## src/rtl/atom_pkg.sv

```systemverilog
// Shared types and constants for the multi-region atomicity monitor.
// The optional irq-kill rule is enabled with ATOM_IRQ_KILL_EN (see atom_region_fsm).
package atom_pkg;

  typedef enum logic [2:0] {
    ST_NOTR = 3'b000,
    ST_FST  = 3'b001,
    ST_LST  = 3'b010,
    ST_MID  = 3'b011,
    ST_KILL = 3'b100
  } atom_state_e;

  localparam logic [1:0] VC_RESET = 2'b00;
  localparam logic [1:0] VC_ENTRY = 2'b01;
  localparam logic [1:0] VC_EXIT  = 2'b10;
  localparam logic [1:0] VC_IRQ   = 2'b11;

  localparam logic [15:0] ATOM_RESET_HANDLER = 16'hFFFE;

  // Violation request raised by one region in the current cycle.
  typedef struct packed {
    logic       req;
    logic [1:0] code;
  } atom_viol_t;

endpackage

```

## src/rtl/atom_region_fsm.sv

```systemverilog
// Per-region atomicity FSM: tracks NOTR/FST/MID/LST and raises a violation
// request when the pc stream breaks the enter-at-first / leave-from-last rule.
// Macro ATOM_IRQ_KILL_EN: when defined, an irq taken inside the region kills (code 11).
module atom_region_fsm
  import atom_pkg::*;
(
  input  logic        clk,
  input  logic        reset,
  input  logic [15:0] first,
  input  logic [15:0] last,
  input  logic [15:0] pc,
  input  logic        pc_en,
  input  logic        irq,
  input  logic        global_kill,
  input  logic        clear,
  output atom_state_e state,
  output atom_viol_t  viol
);

  atom_state_e state_q, state_d;
  logic is_first, is_last, is_mid;

  // Classify pc against this region; anything not first/mid/last is outside.
  always_comb begin
    is_first = (pc == first);
    is_last  = (pc == last);
    is_mid   = (pc > first) && (pc < last);
  end

  // Own violation detection, then global overrides: reset > clear > global kill.
  always_comb begin
    viol.req  = 1'b0;
    viol.code = VC_RESET;
    state_d   = state_q;
    if (pc_en) begin
      unique case (state_q)
        ST_NOTR: begin
          if (is_first)              state_d = ST_FST;
          else if (is_mid || is_last) begin viol.req = 1'b1; viol.code = VC_ENTRY; end
        end
        ST_FST: begin
          if (is_mid)                state_d = ST_MID;
          else if (!is_first)        begin viol.req = 1'b1; viol.code = VC_EXIT; end
        end
        ST_MID: begin
          if (is_last)               state_d = ST_LST;
          else if (!is_mid)          begin viol.req = 1'b1; viol.code = VC_EXIT; end
        end
        ST_LST: begin
          if (!is_first && !is_mid && !is_last) state_d = ST_NOTR;
          else if (!is_last)         begin viol.req = 1'b1; viol.code = VC_EXIT; end
        end
        default: ;
      endcase
    end
`ifdef ATOM_IRQ_KILL_EN
    // An interrupt inside the region beats any pc-based outcome this cycle.
    if (irq && (state_q == ST_FST || state_q == ST_MID || state_q == ST_LST)) begin
      viol.req  = 1'b1;
      viol.code = VC_IRQ;
    end
`endif
    if (viol.req)         state_d = ST_KILL;
    if (global_kill)      state_d = ST_KILL;
    if (clear)            state_d = ST_NOTR;
    if (reset)            state_d = ST_KILL;
  end

`ifndef ATOM_IRQ_KILL_EN
  logic unused_irq;
  assign unused_irq = irq;
`endif

  // State register.
  always_ff @(posedge clk) state_q <= state_d;

  assign state = state_q;

endmodule

```

## src/rtl/atomicity_mon_multi.sv

```systemverilog
// Multi-region atomicity monitor: NREG region FSMs, a sticky global kill,
// lowest-index cause selection and the post-reset cause readout registers.
// Macro ATOM_IRQ_KILL_EN (handled in atom_region_fsm) enables irq-in-region kills.
module atomicity_mon_multi
  import atom_pkg::*;
#(
  parameter int               NREG          = 2,
  parameter logic [NREG*16-1:0] REG_BASE    = {16'hE000, 16'hA000},
  parameter logic [NREG*16-1:0] REG_SIZE    = {16'h1000, 16'h1000},
  parameter logic [15:0]      RESET_HANDLER = ATOM_RESET_HANDLER,
  parameter int               RIDX_W        = 3
) (
  input  logic              clk,
  input  logic              reset,
  input  logic [15:0]       pc,
  input  logic              pc_en,
  input  logic              irq,
  output logic              kill,
  output logic [1:0]        viol_code,
  output logic [RIDX_W-1:0] viol_region
);

  logic [NREG-1:0][15:0] first, last;
  atom_state_e           state [NREG];
  atom_viol_t            viol  [NREG];
  logic [NREG-1:0]       in_kill;

  logic              kill_q, kill_d;
  logic [1:0]        code_q, code_d;
  logic [RIDX_W-1:0] ridx_q, ridx_d;
  logic              clear, any_req;
  logic [1:0]        sel_code;
  logic [RIDX_W-1:0] sel_ridx;

  // Only a reset-vector fetch while killed releases the regions.
  assign clear = kill_q && pc_en && (pc == RESET_HANDLER);

  for (genvar r = 0; r < NREG; r++) begin : g_reg
    assign first[r] = REG_BASE[r*16 +: 16];
    assign last[r]  = REG_BASE[r*16 +: 16] + REG_SIZE[r*16 +: 16] - 16'd2;

    atom_region_fsm u_fsm (
      .clk         (clk),
      .reset       (reset),
      .first       (first[r]),
      .last        (last[r]),
      .pc          (pc),
      .pc_en       (pc_en),
      .irq         (irq),
      .global_kill (kill_q),
      .clear       (clear),
      .state       (state[r]),
      .viol        (viol[r])
    );

    assign in_kill[r] = (state[r] == ST_KILL);
  end

  // Region states are exported for debug visibility only.
  logic unused_in_kill;
  assign unused_in_kill = ^in_kill;

  // Priority encode: walk downwards so the lowest requesting index wins.
  always_comb begin
    any_req  = 1'b0;
    sel_code = VC_RESET;
    sel_ridx = '0;
    for (int i = NREG - 1; i >= 0; i--) begin
      if (viol[i].req) begin
        any_req  = 1'b1;
        sel_code = viol[i].code;
        sel_ridx = RIDX_W'(i);
      end
    end
  end

  // Sticky kill and cause capture on the not-killed -> killed edge only.
  always_comb begin
    kill_d = kill_q;
    code_d = code_q;
    ridx_d = ridx_q;
    if (clear) begin
      kill_d = 1'b0;
    end else if (!kill_q && any_req) begin
      kill_d = 1'b1;
      code_d = sel_code;
      ridx_d = sel_ridx;
    end
    if (reset) begin
      kill_d = 1'b1;
      code_d = VC_RESET;
      ridx_d = '0;
    end
  end

  // Output registers.
  always_ff @(posedge clk) begin
    kill_q <= kill_d;
    code_q <= code_d;
    ridx_q <= ridx_d;
  end

  assign kill        = kill_q;
  assign viol_code   = code_q;
  assign viol_region = ridx_q;

endmodule

```

## config.mk

```make
export PLATFORM = sky130hd
export DESIGN_NAME = atomicity_mon_multi
export DESIGN_NICKNAME = d
export VERILOG_FILES = /design/src/rtl/atom_pkg.sv /design/src/rtl/atom_region_fsm.sv /design/src/rtl/atomicity_mon_multi.sv
export SDC_FILE = /design/constraint.sdc
export NUM_CORES = 1
export LEC_CHECK = 0
export CORE_AREA = 2 2 48 50
export CTS_BUF_LIST = sky130_fd_sc_hd__clkbuf_4 sky130_fd_sc_hd__clkbuf_8
export CTS_CLUSTER_DIAMETER = 200
export DETAILED_ROUTE_END_ITERATION = 10
export DIE_AREA = 0 0 50 52
export PLACE_DENSITY = 0.75
export SETUP_SLACK_MARGIN = 0.4
export SLEW_MARGIN = 25
export SYNTH_ARGS = -nofsm -noshare
export SYNTH_HDL_FRONTEND = slang
export SYNTH_SLANG_ARGS = --single-unit
```

## constraint.sdc

```tcl
create_clock -name clk -period 2.46 [get_ports clk]
set_input_delay 0.369 -clock clk [delete_from_list [all_inputs] [get_ports clk]]
set_output_delay 0.369 -clock clk [all_outputs]
set_load 0.03 [all_outputs]
```

==> results.toml <==
[sta]
grt_setup_unrepaired = "yes"
max_freq_mhz = 419
setup_viol = 0
slew_viol_final = 0
skew_ns = 0.00521
setup_ws_ns = 0.0739
period_share_pct = 97.0
hold_viol_final = 0
period_minus_slack_ns = 2.39

[power_and_ir_drop]
cellLeakagePower_nw = 0.501
ir_worst_vdd_v = 0.000254
power_w = 0.000342
power_frac_seq_pct = 47.7
pwr-share-clk_pct = 30.8
switchingPower_w = 0.0000852
combPwrFrac_pct = 21.6
swShare_pct = 24.9
power_density_nw_per_um2 = 257
p_int_w = 0.000257

[detailed_routing]
dr_total_vias = 1138
routed_wl_um = 3020
antenna_violating_nets_post_route = 0
drtIter0Drc = 72
firstDrtPassIters = 4
drcViolationCount = 0
vias_per_cell = 6.18
routedWlPerCell_um = 16.4

[floorplan]
die-area_um2 = 2600
std_cell_rows = 17
ios = 26
core_um2 = 2110
fp.dieW_um = 50
die_h_um = 52
start_util_pct = 41.1

[critical_path]
worstSetupEndpointType = "flop"
critical_path.max_fanout = 3
crit_type = "in2reg"
crit_arrival_ns = 2.53
cp.required_ns = 2.61
start_kind = "input port"

[clock_network]
holdBufCountCts = 0
cts_buffers = 3
root_buffer = "clkbuf_4"
cts_tree = "built"
clk_latency_ns = 0.26
path_clk_slew_ns = 0.05
htreeDepth = 1
clockBufferDepth = 2
cts_sinks = 10

[placement]
dp_slack_ns = -0.519
hpwlAfterDp_um = 2090
gp_congestion = 0.829
dpl-instance-area_um2 = 1210
dp.cells = 171
portBuffers = 22

[cells_and_area]
fillerInstances = 174
fin_nets = 178
syn_to_final_growth_pct = 53.8
diodes = 0
fin_util_pct = 63.2
stdcell_count = 184
drive_above_1_share_pct = 40.4
final_cell_area_um2 = 1330

[synth]
synth_enable_flop_cells = 0
ys.warnings.count = 0
synthesis.area_um2 = 866
synth_top_cell_by_area = "dfxtp_1"
synthMuxAreaShare_pct = 0
synthDistinctLibCells = 46
synth.avg_cell_area_um2 = 7.73
synth_area_leaders = "dfxtp_1 (23%), a21oi_1 (4.0%), o31ai_1 (3.5%)"
syn_inst = 112
synth_top_family_by_area = "simple AND/OR/NAND/NOR gates"
synthAdderAreaFrac_pct = 0
synth_top_area_share_pct = 23.1
synth_xor_area_share_pct = 0
synth-main-ff-cell = "dfxtp_1"
yosys.area_share.simple_pct = 41.3
synth_top_cells_by_count = "dfxtp_1 (10), a21oi_1 (7), nand2_1 (7)"
synth-compound-area-share_pct = 28.3
yosysMostFrequentCell = "dfxtp_1"
ys_seq_area_share_pct = 23.1
synth-seq-cells = 10
synth_async_sr_flop_share_pct = 0

[global_routing]
gr-usage-met2_pct = 43.0
busiest_layer = "met2"
grt_pass1_wl_um = 4870
grtUsageMet1_pct = 31.6
grt_max_degree = 11
grt_pass1_vias = 1016
antenna_found_initial = 0
use_met3_pct = 4.60
grt_usage_pct = 24.7
gr-total-overflow = 0

[min_path]
hold_class = "reg2reg"

[outcome]
status = "finished, final reports clean"

[run]
cap_viol_max_count = 0
-- final timing paths --
| check | from | end | slack (ns) | cells past startpoint |
|---|---|---|---|---|
| worst min-delay path | viol_code[0]$_SDFFE_PP0P_ | viol_code[0]$_SDFFE_PP0P_ | 0.51 | 1 |
| worst max register to register | g_reg[1].u_fsm.state[2]$_SDFFE_PP1P_ | viol_code[1]$_SDFFE_PP0P_ | 0.64 | 7 |
| worst max-delay path | pc[7] | viol_code[0]$_SDFFE_PP0P_ | 0.07 | 9 |
| worst min register to register | viol_code[0]$_SDFFE_PP0P_ | viol_code[0]$_SDFFE_PP0P_ | 0.51 | 1 |
-- cell families (layout without fill, tap and decap cells) --
group | count (synthesis) | in the layout
AOI/OAI and AO/OA | 33 | 33
and+or+nand+nor | 55 | 55
other | 1 | 2
DFF | 10 | 10
buffers and inverters | 13 | 56
-- placed cells by master, fill, tap and decap left out, drive strengths merged, types with 3 or more instances in the layout --
master,instances
nor3,5
or4b,3
clkbuf,6
nand4,3
or4,5
nand2,7
o31ai,4
inv,5
o21ai,4
nand2b,3
nor2,5
dfxtp,10
clkdlybuf4s50,6
a21oi,7
nand3,3
buf,36
nor4,3
nor2b,4
o22a,3
and4,3
-- metal layers --
metal | vias up | share of wire, %
met2 | 59 | 50
met1 | 540 | 42
met3 | 6 | 7.2
met5 | - | 0
met4 | 0 | 1.2
li1 | 533 | -
-- worst max-delay path, stage by stage --
cell and delay [ns]:
buf_6 0.09, or4b_4 0.53, or4_4 0.53, buf_4 0.14, buf_4 0.14, nor3_4 0.13
nor3b_2 0.09, nor2b_1 0.17, o311a_1 0.34
-- state kept, by name (all words and copies together), names as in the netlist --
register and cells:
g.u_fsm.state 6, viol_region 1, viol_code 2, kill 1
-- power by group through the flow --
stage | logic, W | registers (W) | clock network [W]
floorplan | 0.0000254 | 0.000168 | 0
CTS | 0.0000697 | 0.000163 | 0.000110
detailed placement | 0.0000753 | 0.000167 | 0
finish | 0.0000738 | 0.000163 | 0.000105
global placement | 0.0000738 | 0.000167 | 0
global route | 0.0000795 | 0.000163 | 0.000118
-- cell type report --
cell class                 count  area [um^2]  area share, %
multi-input combinational     90          687           51.6
tap                           28         35.0           2.63
inverter                       5         18.8           1.41
sequential                    10          200           15.0
clock buffer                   3         22.5           1.69
timing repair buffer          48          368           27.6
-- metrics by stage --
stage | hold slack, ns | setup TNS [ns]
final | 0.508 | 0
after global routing | 0.522 | 0
after CTS | 0.512 | 0
after detailed placement | 0.499 | -4.28
after global placement | 0.496 | -3.92
after floorplan | 0.438 | 0
-- repair_timing --
action,in CTS,in global routing
endpoints found under the setup margin,10,10
pin swaps,13,6
resized for setup,59,10
buffers inserted,7,3
Note: power is estimated with default switching activity, not from simulation.
